===== config.mk =====
export PLATFORM = sky130hd
export DESIGN_NAME = bridge_drv
export DESIGN_NICKNAME = d
export VERILOG_FILES = /design/src/rtl/bridge_drv.sv
export SDC_FILE = /design/constraint.sdc
export NUM_CORES = 1
export LEC_CHECK = 0
export ABC_CLOCK_PERIOD_IN_PS = 7430
export BUFFER_PORTS_ARGS = -buffer_cell sky130_fd_sc_hd__buf_2
export CORE_MARGIN = 2
export CORE_UTILIZATION = 65
export CTS_CLUSTER_SIZE = 24
export DETAILED_ROUTE_END_ITERATION = 16
export PLACE_DENSITY_LB_ADDON = 0.3
export SKIP_LAST_GASP = 1
export SLEW_MARGIN = 0
export SYNTH_ARGS = -nofsm -noshare
export SYNTH_HDL_FRONTEND = slang
export SYNTH_SLANG_ARGS = --single-unit

===== constraint.sdc =====
create_clock -name clk -period 7.43 [get_ports clk]
set_input_delay 1.1145 -clock clk [delete_from_list [all_inputs] [get_ports clk]]
set_output_delay 1.1145 -clock clk [all_outputs]
set_load 0.02 [all_outputs]

===== src/rtl/bridge_drv.sv =====
// Full-bridge gate drive: converts burst enable and resonant phase into two
// complementary outputs with dead time, soft stop, max-on, watchdog and over-current latch.
module bridge_drv #(
    parameter int unsigned DT_CYC = 4,
    parameter int unsigned MAX_ON = 2000,
    parameter int unsigned WDOG   = 200
) (
    input  logic       clk,
    input  logic       rst,
    input  logic       en,
    input  logic       phase,
    input  logic       ocd,
    output logic       out_p,
    output logic       out_n,
    output logic       fault,
    output logic [7:0] half_cnt
);

    localparam int unsigned DT_W  = 4;
    localparam int unsigned CNT_W = 16;
    localparam int unsigned HC_W  = 8;

    localparam logic [DT_W-1:0]  DT_LAST  = DT_W'(DT_CYC - 1);
    localparam logic [CNT_W-1:0] MAX_ON_C = CNT_W'(MAX_ON);
    localparam logic [CNT_W-1:0] WDOG_C   = CNT_W'(WDOG);
    localparam logic [CNT_W-1:0] CNT_SAT  = '1;
    localparam logic [HC_W-1:0]  HC_SAT   = '1;

    typedef enum logic [2:0] {
        IDLE,
        DEAD,
        DRIVE_P,
        DRIVE_N,
        FAULT
    } state_e;

    // Two-flop synchronizers plus one delayed phase copy for edge detection
    logic en_m_q, en_s_q;
    logic ph_m_q, ph_s_q, ph_d1_q;
    logic ocd_m_q, ocd_s_q;

    always_ff @(posedge clk or posedge rst) begin
        if (rst) begin
            en_m_q  <= 1'b0;
            en_s_q  <= 1'b0;
            ph_m_q  <= 1'b0;
            ph_s_q  <= 1'b0;
            ph_d1_q <= 1'b0;
            ocd_m_q <= 1'b0;
            ocd_s_q <= 1'b0;
        end else begin
            en_m_q  <= en;
            en_s_q  <= en_m_q;
            ph_m_q  <= phase;
            ph_s_q  <= ph_m_q;
            ph_d1_q <= ph_s_q;
            ocd_m_q <= ocd;
            ocd_s_q <= ocd_m_q;
        end
    end

    state_e            state_q, state_d;
    logic [DT_W-1:0]   dt_cnt_q, dt_cnt_d;
    logic [CNT_W-1:0]  on_cnt_q, on_cnt_d;
    logic [CNT_W-1:0]  wd_cnt_q, wd_cnt_d;
    logic [HC_W-1:0]   half_int_q, half_int_d;
    logic [HC_W-1:0]   half_cnt_q, half_cnt_d;
    logic              out_p_q, out_p_d;
    logic              out_n_q, out_n_d;
    logic              fault_q, fault_d;

    logic              phase_edge;
    logic              stop_pend;
    logic [CNT_W-1:0]  on_inc;
    logic [CNT_W-1:0]  wd_inc;
    logic [HC_W-1:0]   half_inc;

    always_comb begin
        phase_edge = ph_s_q ^ ph_d1_q;
        stop_pend  = !en_s_q || (on_cnt_q >= MAX_ON_C);
        on_inc     = (on_cnt_q == CNT_SAT) ? on_cnt_q : on_cnt_q + CNT_W'(1);
        // A phase edge restarts the watchdog window, so it can never fire on an edge
        wd_inc     = phase_edge ? '0
                   : ((wd_cnt_q == CNT_SAT) ? wd_cnt_q : wd_cnt_q + CNT_W'(1));
        half_inc   = (half_int_q == HC_SAT) ? half_int_q : half_int_q + HC_W'(1);

        state_d    = state_q;
        dt_cnt_d   = dt_cnt_q;
        on_cnt_d   = on_cnt_q;
        wd_cnt_d   = wd_cnt_q;
        half_int_d = half_int_q;
        half_cnt_d = half_cnt_q;

        case (state_q)
            IDLE: begin
                dt_cnt_d   = '0;
                on_cnt_d   = '0;
                wd_cnt_d   = '0;
                half_int_d = '0;
                if (en_s_q && phase_edge) begin
                    state_d = DEAD;
                end
            end

            DEAD: begin
                on_cnt_d = on_inc;
                wd_cnt_d = wd_inc;
                if (ocd_s_q) begin
                    state_d = FAULT;
                end else if (wd_inc >= WDOG_C) begin
                    state_d    = IDLE;
                    half_cnt_d = half_int_q;
                end else if (phase_edge) begin
                    dt_cnt_d = '0;
                end else if (dt_cnt_q == DT_LAST) begin
                    state_d = ph_s_q ? DRIVE_P : DRIVE_N;
                end else begin
                    dt_cnt_d = dt_cnt_q + DT_W'(1);
                end
            end

            DRIVE_P, DRIVE_N: begin
                on_cnt_d = on_inc;
                wd_cnt_d = wd_inc;
                if (ocd_s_q) begin
                    state_d = FAULT;
                end else if (wd_inc >= WDOG_C) begin
                    state_d    = IDLE;
                    half_cnt_d = half_int_q;
                end else if (phase_edge) begin
                    half_int_d = half_inc;
                    dt_cnt_d   = '0;
                    if (stop_pend) begin
                        state_d    = IDLE;
                        half_cnt_d = half_inc;
                    end else begin
                        state_d = DEAD;
                    end
                end
            end

            FAULT: begin
                if (!en_s_q) begin
                    state_d = IDLE;
                end
            end

            default: begin
                state_d = IDLE;
            end
        endcase

        out_p_d = (state_d == DRIVE_P);
        out_n_d = (state_d == DRIVE_N);
        fault_d = (state_d == FAULT);
    end

    always_ff @(posedge clk or posedge rst) begin
        if (rst) begin
            state_q    <= IDLE;
            dt_cnt_q   <= '0;
            on_cnt_q   <= '0;
            wd_cnt_q   <= '0;
            half_int_q <= '0;
            half_cnt_q <= '0;
            out_p_q    <= 1'b0;
            out_n_q    <= 1'b0;
            fault_q    <= 1'b0;
        end else begin
            state_q    <= state_d;
            dt_cnt_q   <= dt_cnt_d;
            on_cnt_q   <= on_cnt_d;
            wd_cnt_q   <= wd_cnt_d;
            half_int_q <= half_int_d;
            half_cnt_q <= half_cnt_d;
            out_p_q    <= out_p_d;
            out_n_q    <= out_n_d;
            fault_q    <= fault_d;
        end
    end

    assign out_p    = out_p_q;
    assign out_n    = out_n_q;
    assign fault    = fault_q;
    assign half_cnt = half_cnt_q;

    // Both bridge diagonals on at once would short the supply
    a_no_overlap: assert property (@(posedge clk) disable iff (rst) !(out_p_q && out_n_q));

endmodule


# Word level (Yosys, flattened, before mapping)
# Index checks and enable logic that the tools add are counted.
# totals
ff_bits,65
output_inout_bits,11
word_cells,95
# classes
n_addsub,4
magnitude_cmp,2
n_eq_ne,21
n_mux,37
bitwise_logic,1
reduce_logical,14
# op_table
cell,n
8-bit 2-to-1 mux,10
16-bit one-hot mux with 2 select lines,2
16-bit 2-to-1 mux,3
16-bit by 1-bit adder with 16-bit output (second input constant),2
16-bit == test (second input constant),2
8-bit one-hot mux with 2 select lines,2
4-bit 2-to-1 mux,7
3-bit 2-to-1 mux,9
16-bit by 11-bit >= comparator with 1-bit output (second input constant),1
16-bit by 8-bit >= comparator with 1-bit output (second input constant),1
2-bit inequality test (second input constant),7
3-bit by 2-bit == test with 1-bit output (second input constant),4
3-bit one-hot mux with 4 select lines,1
4-bit one-hot mux with 3 select lines,1
3-bit inequality test (second input constant),3
8-bit by 1-bit adder with 8-bit output (second input constant),1
8-bit == test (second input constant),1
7-bit AND reduction,1
3-bit == test (second input constant),2
6-bit AND reduction,1
2-bit nonzero test,3
4-bit by 1-bit adder with 4-bit output (second input constant),1
4-bit by 2-bit == test with 1-bit output (second input constant),1
4-bit AND reduction,1
11 further kinds,12

# Depth between registers and ports, before layout
# Gate-level depths: netlist of the first run.
# depth
word_depth,8
mapped_depth,9
mapped_depth_nobuf,8

# Least setup slack after synthesis of the first run
# Ideal clock, no wire load.
# synth_timing
path_kind,reg-to-reg
from,register wd_cnt_q[0]
to,register dt_cnt_q[0]
arrival_time_ns,2.443
required_ns,7.302
setup_slack_ns,4.859
path_stages_with_launch,9
path_buffers,0
path_cell_list,dfrtp_1 > ha_1 > and3_1 > nand4_4 > a311o_1 > a2111oi_4 > nand3_2 > o21ai_2 > mux2_1
# synth_between
elab_chain_len,6
elab_cells_between_ends,8
classes_between,add/sub: 1; order compare: 1; eq/ne: 3; mux: 2; reduce/logical: 1
# synth_rtl
element,line,text
start: declaration,65,"logic [CNT_W-1:0] wd_cnt_q, wd_cnt_d;"
start signal: assignment,173,wd_cnt_q <= wd_cnt_d;
16-bit by 1-bit adder with 16-bit output or 16-bit == test (tied branches),84,: ((wd_cnt_q == CNT_SAT) ? wd_cnt_q : wd_cnt_q + CNT_W'(1));
16-bit 2-to-1 mux (*),84,
16-bit 2-to-1 mux (*),83,wd_inc = phase_edge ? '0
16-bit by 8-bit >= comparator with 1-bit output (*),"110, 127",
2-bit inequality test (no line),--,
7-bit AND reduction (no line) (*),--,
end signal: assignment,171,dt_cnt_q <= dt_cnt_d;
end: declaration,63,"logic [DT_W-1:0] dt_cnt_q, dt_cnt_d;"
# Mark *: on every way between the ends. The rest lies on a longest branch, timed or not.
# A chain may end at the register's enable or synchronous reset.

# Worst setup path after layout of the first run
# layout_timing
from,register wd_cnt_q[4]
to,register dt_cnt_q[0]
# Same word-level chain as after synthesis.

==> reports/metrics.cfg, run 1 <==
[status]
outcome=complete, no violations

[setup_path]
timing.rr.start=wd_cnt_q[4]
path_max_fanout=11
crit_arrival_ns=3.25
crit_type=reg2reg
start_kind=register
r2r_end=dt_cnt_q[0]
critPathRequiredTime_ns=7.65
crit_start=wd_cnt_q[4]
ff2ff_path_depth=7
r2r_slack_ns=4.40
cp-end-kind=register

[synth]
ys_seq_area_frac=0.431
syn_avg_cell_area_um2=9.17
syn_inst=412
synth_flop_cell=dfrtp_1
synth_seq_cells=65
ys_warn_count=0
netlist_area_um2=3780
netlist-cell-type-count=63
synth_edf_count=0
syn_nets=422
async_flop_share=1.00

[floorplan]
io_pins=16
core_um2=5570
initial_core_util=0.677
fp.dieArea_um2=6440
rows=27
fp.dieH_um=80.2
fp.dieW_um=80.2

[timing]
hold_violations=0
fin_skew_ns=0.00981
min_period_ns=3.03
drv_slew=0
fmax_ghz=0.330
fin_setup_tns_ns=0
setup_viol=0
slew_headroom=0.340
fin_crit_sh=0.408
rsz0062_at_grt=no
worst_pin_slew_ns=0.987
worst_slack_ns=4.40

[placement]
gp_congestion=0.945
port_buffers=15
dpl.cell_count=481
dpl_cell_area_um2=3870
hpwl_um=5530
pre_cts_ws_ns=4.47

[global_routing]
grt.total_usage=0.270
grt_max_degree=66
grt_pass1_vias=2990
grt_pass1_wl_um=13700
antenna_found_initial=0
gr-total-overflow=0

[clock_tree]
post_cts_buffers=0
clk_path_buf_depth=2
cts.sinks=65
cts_buffers=9
htreeDepth=3
clk-insertion-delay-late_ns=0.34
cts-root-buf=clkbuf_8
ctsResizeCount=0
path_clk_slew_ns=0.07
hold_buffers=0
cts_tree=built

[drt]
drtAntennaViolNets=0
route.detailed.drc=0
vias=3221
dr.pass1.iters=6
wl_per_cell_um=16.1
drt_iter0_drc=389
via_per_inst=6.48
drt_wl_total_um=8010

[final_layout]
drive_gt1_frac=0.125
area_delta_synth_final_pct=7.46
fin_nets=430
n_antenna_cell=0
final_area_um2=4060
mostFrequentLayoutCells=65 x dfrtp_1, 39 x nor2_1, 32 x o21ai_0
final_cells=497
final_common_cell=dfrtp_1

[run]
max_cap_viol_count=0

[hold_path]
min_from=en_m_q
min_path_cells=0
hold_path_end=en_s_q
hold_path.class=reg2reg

[power]
power_density_nw_per_um2=185
irDropWorstVdd_uv=208
p_leak_nw=1.81

-- cell type report --
type	count	area [um2]
Clock buffer	13	149
Clock inverter	3	40.0
Fill cell	415	1520
Inverter	13	48.8
Multi-Input combinational cell	314	2010
Sequential cell	65	1630
Tap cell	72	90.1
Timing Repair Buffer	17	90.1
-- flip-flops by register name, summed over array words and instances, names as in the netlist --
register	flops
dt_cnt_q	4
en_m_q	1
en_s_q	1
fault	1
half_cnt	8
half_int_q	8
ocd_m_q	1
ocd_s_q	1
on_cnt_q	16
out_n	1
out_p	1
ph_d1_q	1
ph_m_q	1
ph_s_q	1
state_q	3
wd_cnt_q	16
-- per-layer routing --
metal | global-route usage | vias up | part of all wire
li1 | - | 1540 | -
met1 | 0.366 | 1550 | 0.45
met2 | 0.428 | 105 | 0.47
met3 | 0.0652 | 26 | 0.054
met4 | 0.0898 | 0 | 0.021
met5 | 0 | - | 0
-- worst max-delay path, stage by stage (launching register included) --
cell and delay [ns]:
dfrtp_1 0.53, nand4_4 0.23, nor2_1 0.62, a2111oi_2 0.21, a311oi_1 0.49, nand3_2 0.25
o21ai_2 0.25, mux2_1 0.34
-- cells by family (layout without fill, tap and decap cells) --
kind of cell	count (synthesis)	in the layout	synth area share
buffers and inverters	33	46	0.0361
muxes	6	6	0.0169
xor gates and xnor gates	20	20	0.0464
and+or+nand+nor	170	170	0.251
DFF	65	65	0.431
adders and majority gates	5	5	0.0166
AOI/OAI and AO/OA	113	113	0.202
-- Yosys cell counts (3+ instances only) --
master	count	share of area
a211oi_1	6	0.012
a21o_1	3	0.0060
a21oi_1	25	0.033
a22o_1	4	0.0093
a31oi_1	11	0.018
and2_1	6	0.0099
and3_1	9	0.015
and4_1	4	0.0093
buf_2	5	0.0066
clkbuf_1	12	0.012
dfrtp_1	65	0.43
ha_1	5	0.017
inv_1	13	0.013
mux2i_1	3	0.0080
nand2_1	29	0.029
nand3_1	29	0.038
nand4_1	12	0.020
nand4_4	3	0.017
nor2_1	39	0.039
nor2b_1	3	0.0050
nor3_1	9	0.012
nor3b_1	3	0.0060
o211ai_1	4	0.0080
o21ai_0	32	0.042
o31ai_1	3	0.0060
or2_2	5	0.0083
or3_1	4	0.0066
or4_1	3	0.0060
xnor2_1	10	0.023
xor2_1	10	0.023
-- worst max-delay path by stage --
| stage | depth (start not counted) | endpoint | slack [ns] |
|---|---|---|---|
| after floorplan | 1 | dt_cnt_q[0] | 4.69 |
| after global placement | 7 | dt_cnt_q[0] | 4.59 |
| after detailed placement | 7 | dt_cnt_q[0] | 4.47 |
| after CTS | 7 | dt_cnt_q[0] | 4.43 |
| after global routing | 7 | dt_cnt_q[0] | 4.16 |
| final | 7 | dt_cnt_q[0] | 4.40 |
-- metrics by stage --
step / hold WS, ns / util / power (mW)
6_report: 0.354 / 0.728 / 0.749
5_1_grt: 0.365 / 0.728 / 0.784
4_1_cts: 0.358 / 0.728 / 0.754
3_5_place_dp: 0.341 / 0.694 / 0.462
3_3_place_gp: 0.334 / 0.694 / 0.458
2_1_floorplan: 0.331 / - / 0.441
-- where the power goes --
group	total (mW)	internal (mW)	switching [mW]	leakage (nW)
clock network	0.294	0.163	0.130	0.0974
logic	0.0788	0.0232	0.0556	0.829
registers	0.377	0.362	0.0142	0.889
Power figures use the tool's default switching activity.
==> inputs of run 2 (changes only) <==
--- a/config.mk
+++ b/config.mk
@@ -5,10 +5,11 @@
 export SDC_FILE = /design/constraint.sdc
 export NUM_CORES = 1
 export LEC_CHECK = 0
-export ABC_CLOCK_PERIOD_IN_PS = 7430
+export ABC_AREA = 1
+export ABC_CLOCK_PERIOD_IN_PS = 2800
 export BUFFER_PORTS_ARGS = -buffer_cell sky130_fd_sc_hd__buf_2
 export CORE_MARGIN = 2
-export CORE_UTILIZATION = 65
+export CORE_UTILIZATION = 62
 export CTS_CLUSTER_SIZE = 24
 export DETAILED_ROUTE_END_ITERATION = 16
 export PLACE_DENSITY_LB_ADDON = 0.3
==> constraint.sdc (replaced) <==
create_clock -name clk -period 2.8 [get_ports clk]
set_input_delay 0.42 -clock clk [delete_from_list [all_inputs] [get_ports clk]]
set_output_delay 0.42 -clock clk [all_outputs]
set_load 0.02 [all_outputs]
==> run 2 against run 1 <==
Compared with the run above: power increased to 2.9 times the previous value; critical path type unchanged; critical endpoint is now half_cnt[4]; clock skew shrank 0.0057 ns; cell count grew 21%; largest power group is now clock; largest cell class unchanged; count of clock-buffer cells in the layout fell by 4; synthesized cell count rose by 20%; fmax increased by 22%.
==> reports/metrics.cfg, run 2 <==
[clock_tree]
cts_buffers=9
cts_tree=built
clk_path_buf_depth=2
path_clk_slew_ns=0.07
post_cts_buffers=0
htreeDepth=3
cts-root-buf=clkbuf_8
cts.sinks=65
hold_buffers=0
ctsResizeCount=0
clk-insertion-delay-late_ns=0.35

[final_layout]
regArea_um2=1630
fillerInstances=461
final_common_cell=nand2_1
final_cells=599
utilization=0.709
reg_top3=on_cnt_q (16), wd_cnt_q (16)
n_antenna_cell=0
fin_nets=529
mostFrequentLayoutCells=110 x nand2_1, 76 x inv_1, 65 x dfrtp_1
multiInputGateArea_um2=1810
drive_gt1_frac=0.124
area_delta_synth_final_pct=10.8
final_area_um2=4200

[synth]
synthMuxAreaShare=0
syn_inst=496
ys_warn_count=0
async_flop_share=1.00
synth_top_family_by_area=simple AND/OR/NAND/NOR gates
synthSimpleGateAreaFrac=0.330
netlist_area_um2=3790
syn_nets=506
ys_seq_area_frac=0.429
synth_fa_ha_area_frac=0.0165
ys_top_cells_by_count=110 x nand2_1, 77 x inv_1, 65 x dfrtp_1
synth_edf_count=0
yosys.area.top_type_share=0.429
syn_avg_cell_area_um2=7.64
synthXorXnorAreaFrac=0.0301
yosys.area.top_type=dfrtp_1
synth-compound-area-share=0.102
synth_most_common_cell=nand2_1
synth_flop_cell=dfrtp_1
yosys-top-cells-area=dfrtp_1 43%, nand2_1 11%, inv_1 7.6%
netlist-cell-type-count=34
synth_seq_cells=65

[power]
irDropWorstVdd_uv=546
p_leak_nw=2.05
finalPower_mw=2.15
power_density_nw_per_um2=513

[global_routing]
grt.total_usage=0.267
grt_max_degree=37
grt_pass1_wl_um=13700
gr-total-overflow=0
antenna_found_initial=0
grt_pass1_vias=2977

[timing]
hold_violations=0
fin_skew_ns=0.00413
min_period_ns=2.48
drv_slew=0
rsz0062_at_grt=no
fin_setup_tns_ns=0
fin_crit_sh=0.885
fmax_ghz=0.404
worst_pin_slew_ns=0.659
slew_headroom=0.560
setup_viol=0

[floorplan]
core_um2=5920
fp.dieW_um=82.2
rows=28
io_pins=16
initial_core_util=0.640
fp.dieArea_um2=6750
fp.dieH_um=82.2

[setup_path]
critPathRequiredTime_ns=3.03
r2r_slack_ns=0.32
cpMostUsedCell=nand2_1
ff2ff_path_depth=12
crit_arrival_ns=2.71
path_max_fanout=17
path_cells=nor2_1 -> nor2_4 -> inv_1 -> o21ai_1 -> nand3_1 -> nand2_1 -> nand4_4 -> nor2_4 -> nor2_8 -> nand2_8 -> nand2_1 -> nand2_1
r2r_end=half_cnt[4]
timing.rr.start=ph_d1_q
cp-end-kind=register
cp_slowest_cell=inv_1
max_stage_delay_ns=0.43
start_kind=register
crit_type=reg2reg

[placement]
gp_congestion=0.938
hpwl_um=5790
dpl_cell_area_um2=3950
dpl.cell_count=583
port_buffers=15

[status]
outcome=complete, no violations

[hold_path]
hold_path.class=in2async

[drt]
vias=3282
drtAntennaViolNets=0
dr.pass1.iters=5
drt_wl_total_um=8020
route.detailed.drc=0
via_per_inst=5.48
drt_iter0_drc=306
wl_per_cell_um=13.4

[run]
max_cap_viol_count=0

[run 2: critical path: cells and delay by family (launching register included)]
family / cells / cell delay, ns
AOI/OAI and AO/OA: 1 / 0.19
buffers and inverters: 1 / 0.43
DFF: 1 / 0.40
and+or+nand+nor: 10 / 1.33
[run 2: per-stage QoR]
stage | worst slack, ns | hold slack, ns
finish | 0.323 | 0.158
global placement | 0.466 | 0.332
CTS | 0.355 | 0.162
floorplan | 0.754 | 0.331
global route | 0.0599 | 0.150
detailed placement | 0.369 | 0.336
[run 2: layout make-up]
class,count,area share
Clock buffer,9,0.0295
Clock inverter,7,0.0301
Inverter,79,0.0706
Multi-Input combinational cell,345,0.432
Sequential cell,65,0.387
Tap cell,75,0.0224
Timing Repair Buffer,19,0.0280
[run 2: per-layer routing]
layer  track usage  vias up  part of all wire
li1              -     1643                 -
met1         0.381     1548              0.48
met2         0.410       83              0.46
met3        0.0696        8             0.050
met4        0.0667        0            0.0098
met5             0        -                 0
[run 2: where the power goes]
part / switching, mW / internal, mW
logic: 0.142 / 0.0471
clock network: 0.389 / 0.602
registers: 0.0166 / 0.956
[run 2: worst max path at each step]
stage / start / end / slack (ns)
floorplan: rst / dt_cnt_q[0] / 0.75
global placement: wd_cnt_q[1] / half_cnt[4] / 0.47
detailed placement: on_cnt_q[0] / on_cnt_q[15] / 0.37
CTS: ph_d1_q / half_cnt[4] / 0.35
global route: on_cnt_q[0] / on_cnt_q[15] / 0.06
finish: ph_d1_q / half_cnt[4] / 0.32
[run 2: kinds of logic (layout without fill, tap and decap cells)]
family                   count (synthesis)  in the layout
adder cells (fa/ha/maj)                  5              5
buffers and inverters                   86            114
flip-flops                              65             65
AO/OA/AOI/OAI                           68             68
XOR/XNOR                                13             13
AND/OR/NAND/NOR                        259            259
